### config.mk
export PLATFORM = sky130hd
export DESIGN_NAME = mem_port_arbiter
export DESIGN_NICKNAME = d
export VERILOG_FILES = /design/src/rtl/mem_port_arbiter.sv
export SDC_FILE = /design/constraint.sdc
export NUM_CORES = 1
export LEC_CHECK = 0
export BUFFER_PORTS_ARGS = -buffer_cell sky130_fd_sc_hd__buf_2
export CORE_MARGIN = 2
export CORE_UTILIZATION = 46
export CTS_CLUSTER_DIAMETER = 50
export DETAILED_ROUTE_END_ITERATION = 16
export HOLD_SLACK_MARGIN = 0.05
export PLACE_DENSITY = 0.8
export SLEW_MARGIN = 20
export SYNTH_ARGS = -nofsm -noshare
export SYNTH_HDL_FRONTEND = slang
export SYNTH_SLANG_ARGS = --single-unit
### constraint.sdc
create_clock -name clk -period 4.6 [get_ports clk]
set_input_delay 0.23 -clock clk [delete_from_list [all_inputs] [get_ports clk]]
set_output_delay 0.23 -clock clk [all_outputs]
set_load 0.03 [all_outputs]
### src/rtl/mem_port_arbiter.sv
// mem_port_arbiter: shares one external memory port between the instruction-fetch
// requester (I) and the load/store requester (D). It runs one transfer at a time on a
// bus with an active-low acknowledge, returns read data with a one-cycle done pulse, and
// can abort a transfer whose acknowledge never arrives.
// Optional feature: define MEM_ARB_RR_EN for round-robin arbitration between I and D.
// Without it, D has fixed priority over I.
module mem_port_arbiter #(
    parameter int unsigned AW          = 32,
    parameter int unsigned DW          = 32,
    parameter int unsigned TIMEOUT_CYC = 16,
    parameter logic [1:0]  I_SIZE      = 2'b10
) (
    input  logic          clk,
    input  logic          rst,
    // instruction fetch requester
    input  logic          i_req,
    input  logic [AW-1:0] i_addr,
    output logic [DW-1:0] i_rdata,
    output logic          i_done,
    // load/store requester
    input  logic          d_req,
    input  logic          d_write,
    input  logic [1:0]    d_size,
    input  logic [AW-1:0] d_addr,
    input  logic [DW-1:0] d_wdata,
    output logic [DW-1:0] d_rdata,
    output logic          d_done,
    // memory bus
    output logic          bus_req,
    output logic          bus_write,
    output logic [1:0]    bus_size,
    output logic [AW-1:0] bus_addr,
    output logic [DW-1:0] bus_wdata,
    input  logic [DW-1:0] bus_rdata,
    input  logic          bus_ack_n,
    // status
    output logic          err,
    output logic          gnt_d
);

    // Wide enough to hold TIMEOUT_CYC-1, the last waiting cycle before abort.
    localparam int unsigned CW = (TIMEOUT_CYC > 2) ? $clog2(TIMEOUT_CYC) : 1;
    localparam logic [CW-1:0] WAIT_MAX = (TIMEOUT_CYC == 0) ? '0 : CW'(TIMEOUT_CYC - 1);

    typedef enum logic [1:0] {StIdle, StIXfer, StDXfer} state_t;

    state_t        state_q;
    logic [CW-1:0] wait_q;
    logic          pick_d;
    logic          timeout_hit;

`ifdef MEM_ARB_RR_EN
    logic last_d_q;  // 1 when the most recently finished transfer belonged to D

    // Grant selection: alternate on contention, otherwise serve whoever is asking.
    always_comb begin
        pick_d = d_req;
        if (d_req && i_req) begin
            pick_d = !last_d_q;
        end
    end
`else
    // Grant selection: D always beats I.
    always_comb begin
        pick_d = d_req;
    end
`endif

    // Abort once the wait counter has reached its limit with ack still high.
    always_comb begin
        timeout_hit = (TIMEOUT_CYC != 0) && (wait_q == WAIT_MAX);
    end

    // Arbitration FSM; every output is a register updated here.
    always_ff @(posedge clk or posedge rst) begin
        if (rst) begin
            state_q   <= StIdle;
            wait_q    <= '0;
            i_rdata   <= '0;
            i_done    <= 1'b0;
            d_rdata   <= '0;
            d_done    <= 1'b0;
            bus_req   <= 1'b0;
            bus_write <= 1'b0;
            bus_size  <= 2'b00;
            bus_addr  <= '0;
            bus_wdata <= '0;
            err       <= 1'b0;
            gnt_d     <= 1'b0;
`ifdef MEM_ARB_RR_EN
            last_d_q  <= 1'b0;
`endif
        end else begin
            i_done <= 1'b0;
            d_done <= 1'b0;
            err    <= 1'b0;
            unique case (state_q)
                StIdle: begin
                    // A stray ack while idle is deliberately ignored here.
                    wait_q <= '0;
                    if (pick_d) begin
                        state_q   <= StDXfer;
                        bus_req   <= 1'b1;
                        gnt_d     <= 1'b1;
                        bus_write <= d_write;
                        bus_size  <= d_size;
                        bus_addr  <= d_addr;
                        bus_wdata <= d_wdata;
                    end else if (i_req) begin
                        state_q   <= StIXfer;
                        bus_req   <= 1'b1;
                        gnt_d     <= 1'b0;
                        bus_write <= 1'b0;
                        bus_size  <= I_SIZE;
                        bus_addr  <= i_addr;
                        bus_wdata <= '0;
                    end
                end
                StIXfer, StDXfer: begin
                    // Ack takes precedence over a timeout expiring in the same cycle.
                    if (!bus_ack_n || timeout_hit) begin
                        if (state_q == StDXfer) begin
                            d_done <= 1'b1;
                            if (!bus_ack_n) begin
                                d_rdata <= bus_rdata;
                            end
                        end else begin
                            i_done <= 1'b1;
                            if (!bus_ack_n) begin
                                i_rdata <= bus_rdata;
                            end
                        end
                        err     <= bus_ack_n;
                        bus_req <= 1'b0;
                        gnt_d   <= 1'b0;
                        state_q <= StIdle;
`ifdef MEM_ARB_RR_EN
                        last_d_q <= (state_q == StDXfer);
`endif
                    end else begin
                        wait_q <= wait_q + 1'b1;
                    end
                end
                default: state_q <= StIdle;
            endcase
        end
    end

endmodule

==> impl_metrics.yaml, run 1 <==
place:
  place_hpwl_mm: 10.2
  place_ws_ns: 2.36
  placed_area_mm2: 0.00707
  globalplace.congestion: 0.784
  portBuffers: 271
setup_path:
  crit_arrival_ns: 2.26
  cp-startpoint: "state_q[1]"
  crit_chain: "inv_1 -> ha_1 -> o21ai_4 -> buf_4 -> o21ai_0"
  cp_slowest_cell: "buf_4"
  crit_type: "reg -> reg"
  reg2reg_depth: 5
  critPathMaxStageDelay_ns: 0.64
  r2r-start: "state_q[1]"
  path_max_fanout: 79
  crit_required_ns: 4.84
  cp-start-kind: "register"
  endpoint_kind: "register"
timing:
  fmax_ghz: 0.495
  rsz0062_at_grt: "false"
  finalMaxSlewViolations: 0
  fin_ws_ns: 2.58
  skew_ns: 0.00571
  period_minus_slack_ns: 2.02
  slew_headroom_pct: 39.4
  fin_setup_tns_ns: 0
  hold_violations: 0
  finalCritPeriodShare_pct: 43.9
  finalSetupViolations: 0
  worst_pin_slew_ns: 0.909
pwr:
  p_leak_uw: 0.00411
  p_int_uw: 3680
  clockPowerShare_pct: 20.8
  power_density_mw_per_mm2: 809
  p_seq_share_pct: 33.3
  combPwrFrac_pct: 45.8
  p_total_uw: 6480
  ir_drop_mv: 0.397
  swShare_pct: 43.1
  power.net_switching_uw: 2790
synth:
  synthArstFlopShare_pct: 100
  yosys_warnings: 0
  yosysTopAreaCell: "dfrtp_1"
  ys_seq_area_share_pct: 63.1
  synth_fp_nets: 548
  syn_area_mm2: 0.00563
  synth-seq-cells: 142
  yosys-top-cells-area: "dfrtp_1 63%, mux2_2 11%, mux2i_1 6.2%, a22o_1 5.6%, o21ai_0 2.9%"
  synth_cells: 409
  synth_top_area_share_pct: 63.1
  synth_flop_cell: "dfrtp_1"
  synth_edf_count: 0
  syn_area_per_cell_um2: 13.8
  synth_cell_types: 29
clocking:
  clkSinkCount: 142
  tritoncts: "done"
  post-cts-setup-buffer-count: 0
  postCtsHoldBufs: 31
  cts-root-buf: "clkbuf_16"
  h-tree-depth: 4
  clk_pin_slew_worst_paths_ns: 0.06
  clkLatencyLatePin_ns: 0.40
  cts_inserted_buffers: 17
  clock_path_buffers: 2
  cts_resized: 0
floorplanning:
  initial_core_util_pct: 47.1
  ios: 272
  coreArea_mm2: 0.0120
  die-width_um: 115
  die_y_um: 115
  num_rows: 40
  die_area_mm2: 0.0131
finish:
  multi_input_area_mm2: 0.00191
  drive_above_1_share_pct: 50.6
  regArea_mm2: 0.00355
  fin_nets: 852
  diodes: 0
  area_growth_pct: 42.2
  n_fill_cell: 885
  final_cell_area_mm2: 0.00801
grt:
  grt_pass1_vias: 4634
  grt_pass1_wl_mm: 23.0
  grt_max_degree: 105
  antenna_found_initial: 0
  overflow: 0
  grt.total_usage_pct: 22.8
drt:
  drt_pass1_iterations: 4
  vias: 4482
  remaining_drc_errors: 0
  viasPerCell: 5.14
  final_antenna_net_count: 0
  drtIter0Drc: 229
  wirelength_mm: 14.9
  wl_per_cell_um: 17.1
job:
  maxCapViolCount: 0
run_status:
  status: "finished clean"
worst_hold_path:
  hold_path_class: "in -> async"
[through the flow]
stage	hold WS (ns)	util [%]	instances
2_1_floorplan	0.363	-	409
3_3_place_gp	0.447	59.1	807
3_5_place_dp	0.452	59.1	807
4_1_cts	0.0503	66.7	869
5_1_grt	0.0523	67.0	872
6_report	0.0232	67.0	872
[flip-flops by register name, summed over array words and instances (netlist names)]
register	flops
bus_addr	32
bus_wdata	32
d_rdata	32
i_rdata	32
wait_q	4
bus_size	2
state_q	2
bus_req	1
bus_write	1
d_done	1
err	1
gnt_d	1
i_done	1
[metal layers]
layer / wire, um / up-vias / global-route usage [%] / part of all wire [%]
met5: 0 / - / 0 / 0
met4: 314 / 0 / 8.62 / 2.1
met3: 1240 / 26 / 7.99 / 8.3
met2: 7500 / 212 / 39.1 / 50
met1: 5880 / 2175 / 26.4 / 39
li1: - / 2069 / - / -
[worst paths after layout]
path / end / slack [ns]
max: bus_addr[4] / 2.58
min: bus_wdata[24] / 0.02
max reg2reg: bus_addr[4] / 2.58
min reg2reg: bus_addr[6] / 0.48
max in group asynchronous: d_rdata[11] / 3.50
min in group clk: bus_wdata[17] / 0.06
[critical path, delay by kind of cell, from the launching register on]
| kind | cells | cell delay [ns] |
|---|---|---|
| buf+inv | 2 | 0.69 |
| fa+ha+maj | 1 | 0.27 |
| flops | 1 | 0.37 |
| compound gates | 2 | 0.47 |
[kinds of logic (layout without fill, tap and decap cells)]
| group | Yosys count | in the layout | share of synthesized area, % |
|---|---|---|---|
| flops | 142 | 142 | 63.1 |
| mux | 99 | 99 | 19.0 |
| compound gates | 81 | 81 | 10.1 |
| simple gates | 50 | 50 | 3.87 |
| buf+inv | 34 | 350 | 3.24 |
| fa+ha+maj | 3 | 3 | 0.667 |
[final cells by class]
class                      count  area share [%]
clock buffer                  22            6.05
clock inverter                 9            1.36
inverter                       9           0.484
multi-input combinational    233            23.8
sequential                   142            44.4
tap                          147            2.30
timing repair buffer         310            21.7
[cells in the final DEF (no fill, tap or decap), types with 3 or more instances in the layout]
master,count
mux2_1,9
buf_4,5
a22o_1,36
clkinvlp_4,4
o21ai_0,33
o22ai_1,3
dlygate4sd3_1,34
mux2_2,55
clkbuf_16,17
nand2_1,36
buf_2,271
clkbuf_8,4
nor2_1,5
inv_1,7
mux2i_1,35
ha_1,3
dfrtp_1,142
[cells in the mapped netlist, types with 3 or more instances]
master,number
dfrtp_1,142
mux2_2,55
a22o_1,36
nand2_1,36
mux2i_1,35
o21ai_0,33
mux2_1,9
clkbuf_1,8
inv_1,8
buf_2,7
buf_4,6
nor2_1,5
buf_6,3
ha_1,3
o22ai_1,3
[power groups by stage]
stage | clock [uW] | combinational (uW) | sequential, uW
2_1_floorplan | 0 | 947 | 3280
3_3_place_gp | 0 | 2880 | 2140
3_5_place_dp | 0 | 2960 | 2160
4_1_cts | 1370 | 2970 | 2160
5_1_grt | 1430 | 3170 | 2230
6_report | 1350 | 2970 | 2160
Power figures use the tool's default switching activity.
==> run 2, diff against run 1 <==
--- a/config.mk
+++ b/config.mk
@@ -7,11 +7,11 @@
 export LEC_CHECK = 0
 export BUFFER_PORTS_ARGS = -buffer_cell sky130_fd_sc_hd__buf_2
 export CORE_MARGIN = 2
-export CORE_UTILIZATION = 46
+export CORE_UTILIZATION = 42
 export CTS_CLUSTER_DIAMETER = 50
 export DETAILED_ROUTE_END_ITERATION = 16
 export HOLD_SLACK_MARGIN = 0.05
-export PLACE_DENSITY = 0.8
+export PLACE_DENSITY = 0.77
 export SLEW_MARGIN = 20
 export SYNTH_ARGS = -nofsm -noshare
 export SYNTH_HDL_FRONTEND = slang
==> constraint.sdc (replaced) <==
create_clock -name clk -period 1.6 [get_ports clk]
set_input_delay 0.08 -clock clk [delete_from_list [all_inputs] [get_ports clk]]
set_output_delay 0.08 -clock clk [all_outputs]
set_load 0.03 [all_outputs]
==> run 2 against run 1 <==
Against the previous run:
- the flow now finishes with violations (setup timing)
- sequential power rose to 2.9 times the previous value
- non-clock buffer count up 117
- final cell count up 17%
- sequential share of layout area down 6.7 points
- setup slack worse by 2.7 ns
- flip-flop and latch count unchanged
- clock-buffer cell count down 1
- design area up 18%
- fmax up 20%
- critical path type unchanged
- critical endpoint is now i_rdata[13]
==> impl_metrics.yaml, run 2 (same netlist as run 1, synthesis figures left out) <==
clocking:
  cts-root-buf: "clkbuf_16"
  h-tree-depth: 4
  cts_inserted_buffers: 17
  clk_pin_slew_worst_paths_ns: 0.06
  tritoncts: "done"
  clkLatencyLatePin_ns: 0.41
  clkSinkCount: 142
  clock_path_buffers: 2
setup_path:
  endpoint_kind: "register"
  cp-startpoint: "state_q[1]"
  crit_chain: "buf_6 -> ha_4 -> nor3_4 -> buf_6 -> buf_6 -> buf_16 -> mux2_4"
  r2r-start: "state_q[1]"
  crit_required_ns: 1.89
  path_buf_inv: 4
  crit_type: "reg -> reg"
  crit_family: "buffers and inverters"
  path_max_fanout: 8
  cp_common_cell: "buf_6"
  cp-start-kind: "register"
  cp_slowest_cell: "dfrtp_1"
  critPathMaxStageDelay_ns: 0.40
  crit_arrival_ns: 1.98
finish:
  final_common_cell: "buf_2"
  area_growth_pct: 67.8
  drive_above_1_share_pct: 47.0
  regArea_mm2: 0.00355
  fin_nets: 969
  utilization_pct: 71.6
  n_fill_cell: 837
  diodes: 0
  multi_input_area_mm2: 0.00206
  most-common-layout-cells: "271 x buf_2, 142 x dfrtp_1, 133 x dlygate4sd3_1"
worst_hold_path:
  hold_path_class: "in -> reg"
  hold_start: "d_req"
place:
  place_hpwl_mm: 10.8
  place_ws_ns: -0.135
  portBuffers: 271
  globalplace.congestion: 0.824
timing:
  fmax_ghz: 0.595
  skew_ns: 0.00830
  fin_ws_ns: -0.0812
  slew_headroom_pct: 70.1
  finalCritPeriodShare_pct: 105
  hold_violations: 0
  finalMaxSlewViolations: 0
  finalSetupViolations: 30
  period_minus_slack_ns: 1.68
  hold_ws_ns: 0.0804
  worst_pin_slew_ns: 0.449
  rsz0062_at_grt: "true"
  fin_setup_tns_ns: -1.73
floorplanning:
  die_area_mm2: 0.0143
  num_rows: 42
  initial_core_util_pct: 42.7
  die-width_um: 120
  coreArea_mm2: 0.0132
  die_y_um: 120
  ios: 272
grt:
  antenna_found_initial: 1
  grt_pass1_wl_mm: 29.2
  grt_max_degree: 83
  overflow: 0
  grt_pass1_vias: 5451
  grt.total_usage_pct: 26.7
drt:
  remaining_drc_errors: 0
  wirelength_mm: 18.8
  final_antenna_net_count: 0
  drt_pass1_iterations: 4
  vias: 5121
  wl_per_cell_um: 18.5
  drtIter0Drc: 330
  viasPerCell: 5.03
job:
  maxCapViolCount: 0
pwr:
  p_total_uw: 20200
  p_leak_uw: 0.00475
  power_density_mw_per_mm2: 2140
  ir_drop_mv: 1.06
run_status:
  violations: "setup timing"
  status: "finished, violations left"
run 2: cell types whose count changed in the layout (fill, tap and decap cells not counted), moves of 4 or more:
cell | previous run | this run
buf_6 | 0 | 4
mux2_1 | 9 | 2
mux2_2 | 55 | 30
dlygate4sd3_1 | 34 | 133
mux2_4 | 0 | 32
buf_4 | 5 | 11
buf_12 | 0 | 6
run 2: layout make-up:
type | count | area share (%)
clock buffer | 21 | 4.98
clock inverter | 10 | 1.21
inverter | 9 | 0.424
multi-input combinational | 233 | 21.8
sequential | 142 | 37.6
tap | 176 | 2.33
timing repair buffer | 427 | 31.7
run 2: power breakdown:
group | internal [uW] | switching [uW]
sequential | 5300 | 1030
combinational | 3840 | 6120
clock | 2400 | 1500
total | 11500 | 8650
run 2: routing by layer:
layer  up-vias  track usage, %  wire length, um
met5         -               0                5
met4         2            12.2              579
met3        52            8.17             1440
met2       253            45.6             9500
met1      2515            30.7             7290
li1       2299               -                -
run 2: path summary, 6_finish.rpt:
| path | cells past startpoint | slack [ns] | endpoint |
|---|---|---|---|
| worst min-delay path | 3 | 0.08 | state_q[1] |
| worst max register to register | 7 | -0.08 | i_rdata[13] |
| min in group asynchronous | 4 | 0.35 | d_rdata[6] |
| max in group asynchronous | 4 | 0.85 | bus_addr[1] |
| worst max-delay path | 7 | -0.08 | i_rdata[13] |
| worst min register to register | 2 | 0.49 | bus_addr[1] |
run 2: worst register-to-register path, stage by stage, from the launching register on:
cell and delay [ns]:
dfrtp_1 0.40, buf_6 0.13, ha_4 0.16, nor3_4 0.18, buf_6 0.12, buf_6 0.12, buf_16 0.15, mux2_4 0.30
run 2: what timing repair did:
action,CTS,global route
gates cloned,3,0
setup buffers,6,1
hold buffers,133,0
setup endpoints to repair,67,69
gates resized for setup,10,4
endpoints found under the hold margin,275,0
pin swaps,1,3
run 2: metrics by stage:
step                      std cells  cell area (um^2)
after floorplan                 409              5760
after CTS                      1018              9440
after detailed placement        845              7380
after global placement          845              7380
final                          1018              9450
after global routing           1018              9450
==> run 3, diff against run 2 <==
--- a/config.mk
+++ b/config.mk
@@ -11,7 +11,7 @@
 export CTS_CLUSTER_DIAMETER = 50
 export DETAILED_ROUTE_END_ITERATION = 16
 export HOLD_SLACK_MARGIN = 0.05
-export PLACE_DENSITY = 0.77
+export PLACE_DENSITY = 0.78
 export SLEW_MARGIN = 20
 export SYNTH_ARGS = -nofsm -noshare
 export SYNTH_HDL_FRONTEND = slang
==> run 3 against run 2 <==
Against the previous run:
- the run still ends with setup timing left
- global-route usage rose by 1.1 points
- clock power is 10% higher
- combinational power grew 5%
- worst hold slack improved by 0.028 ns
- non-clock buffer count is 5 higher
- final cell count is 0.59% higher
- design area grew 2.5%
- clock skew down 0.00087 ns
- critical path type unchanged
- largest cell class unchanged
- highest routed layer is now met4
==> impl_metrics.yaml, run 3 (same netlist as run 1, synthesis figures left out) <==
place:
  place_ws_ns: -0.127
  place_hpwl_mm: 11.1
  globalplace.congestion: 0.834
  portBuffers: 271
setup_path:
  cp.depth: 6
  critPathMaxStageDelay_ns: 0.40
  crit_required_ns: 1.90
  crit_type: "reg -> reg"
  crit_end: "i_rdata[16]"
  cp_common_cell: "buf_6"
  r2r-start: "state_q[1]"
  crit_chain: "buf_6 -> ha_4 -> nor3_4 -> buf_6 -> clkbuf_16 -> mux2_4"
  crit_family: "buffers and inverters"
  endpoint_kind: "register"
  cp_slowest_cell: "dfrtp_1"
  crit_arrival_ns: 1.96
  path_max_fanout: 8
  r2r_end: "i_rdata[16]"
  reg2reg_depth: 6
  cp-startpoint: "state_q[1]"
  rrSetupSlack_ns: -0.06
  path_buf_inv: 3
  cp-start-kind: "register"
grt:
  grt_pass1_vias: 5735
  overflow: 0
  grt.total_usage_pct: 27.7
  grt_max_degree: 77
  grt_pass1_wl_mm: 30.3
  antenna_found_initial: 1
pwr:
  combPwrFrac_pct: 49.4
  power_density_mw_per_mm2: 2190
  p_seq_share_pct: 30.3
  swShare_pct: 42.7
  power.net_switching_uw: 9070
  clockPowerShare_pct: 20.2
  p_int_uw: 12200
  p_leak_uw: 0.00490
  ir_drop_mv: 1.20
drt:
  drt_pass1_iterations: 5
  remaining_drc_errors: 0
  drtIter0Drc: 321
  wl_per_cell_um: 20.2
  vias: 5303
  wirelength_mm: 20.7
  final_antenna_net_count: 0
  viasPerCell: 5.18
floorplanning:
  die_area_mm2: 0.0143
  ios: 272
  coreArea_mm2: 0.0132
  die_y_um: 120
  initial_core_util_pct: 42.7
  die-width_um: 120
  num_rows: 42
clocking:
  h-tree-depth: 4
  clk_pin_slew_worst_paths_ns: 0.06
  clock_path_buffers: 2
  tritoncts: "done"
  clkLatencyLatePin_ns: 0.41
  cts-root-buf: "clkbuf_16"
  cts_inserted_buffers: 17
  clkSinkCount: 142
run_status:
  violations: "setup timing"
  status: "finished, violations left"
job:
  maxCapViolCount: 0
timing:
  finalMaxSlewViolations: 0
  worst_pin_slew_ns: 0.537
  fin_ws_ns: -0.0600
  hold_violations: 0
  period_minus_slack_ns: 1.66
  fmax_ghz: 0.602
  rsz0062_at_grt: "true"
  slew_headroom_pct: 64.2
  finalSetupViolations: 32
  skew_ns: 0.00742
  finalCritPeriodShare_pct: 104
finish:
  utilization_pct: 73.4
  most-common-layout-cells: "271 x buf_2, 142 x dfrtp_1, 134 x dlygate4sd3_1"
  diodes: 0
  final_common_cell: "buf_2"
  area_growth_pct: 72.0
  fin_nets: 974
  drive_above_1_share_pct: 47.9
worst_hold_path:
  hold_path_class: "in -> reg"
run 3: cell types whose count changed in the layout (fill, tap and decap cells not counted), moves of 3 or more:
cell and delta:
mux2_2 -22, clkinv_2 -3, mux2_4 +24, inv_6 +5
run 3: stage by stage:
stage	instance area, um^2	cells	hold slack (ns)	TNS (ns)	power [uW]
floorplan	5760	409	0.213	-36.99	12600
global placement	7390	846	0.234	-0.973	15200
detailed placement	7390	846	0.247	-4.46	15500
CTS	9480	1019	0.0775	-2.36	20400
global route	9680	1024	0.109	-2.85	22100
finish	9680	1024	0.108	-1.19	21200
run 3: worst min-delay path by stage:
stage                start  cells past startpoint  slack [ns]            end
2_1_floorplan  d_wdata[10]                      1        0.21  bus_wdata[10]
3_3_place_gp           rst                      3        0.23     i_rdata[3]
3_5_place_dp           rst                      3        0.25     i_rdata[3]
4_1_cts          bus_ack_n                      3        0.08         i_done
5_1_grt          bus_ack_n                      3        0.11            err
6_report             d_req                      3        0.11     state_q[0]
run 3: power groups by stage:
stage	combinational [uW]	clock (uW)	sequential [uW]
6_report	10500	4300	6440
5_1_grt	11000	4530	6600
4_1_cts	9800	4330	6260
3_5_place_dp	9230	0	6250
3_3_place_gp	8990	0	6180
2_1_floorplan	3140	0	9450
run 3: cell type report:
cell class / instances / area, um^2
Clock buffer: 18 / 439
Timing Repair Buffer: 432 / 3070
Multi-Input combinational cell: 233 / 2160
Tap cell: 176 / 220
Fill cell: 798 / 3510
Clock inverter: 14 / 205
Sequential cell: 142 / 3550
Inverter: 9 / 40.0
run 3: worst register-to-register path, stage by stage (launching register included):
cell	delay, ns
dfrtp_1	0.40
buf_6	0.13
ha_4	0.17
nor3_4	0.21
buf_6	0.16
clkbuf_16	0.17
mux2_4	0.31
run 3: routing by layer:
layer	part of all wire (%)	track usage [%]	vias up
met5	0	0	-
met4	4.7	14.8	0
met3	8.3	7.84	80
met2	51	48.5	349
met1	36	30.6	2558
li1	-	-	2316
run 3: what timing repair did:
item                                    CTS  global route
endpoints found under the hold margin   275             0
hold buffers                            134             0
cloned                                    2             3
buffers inserted                          5             2
endpoints found under the setup margin   68            69
pin swaps                                 1             1
resized for setup                         6            35
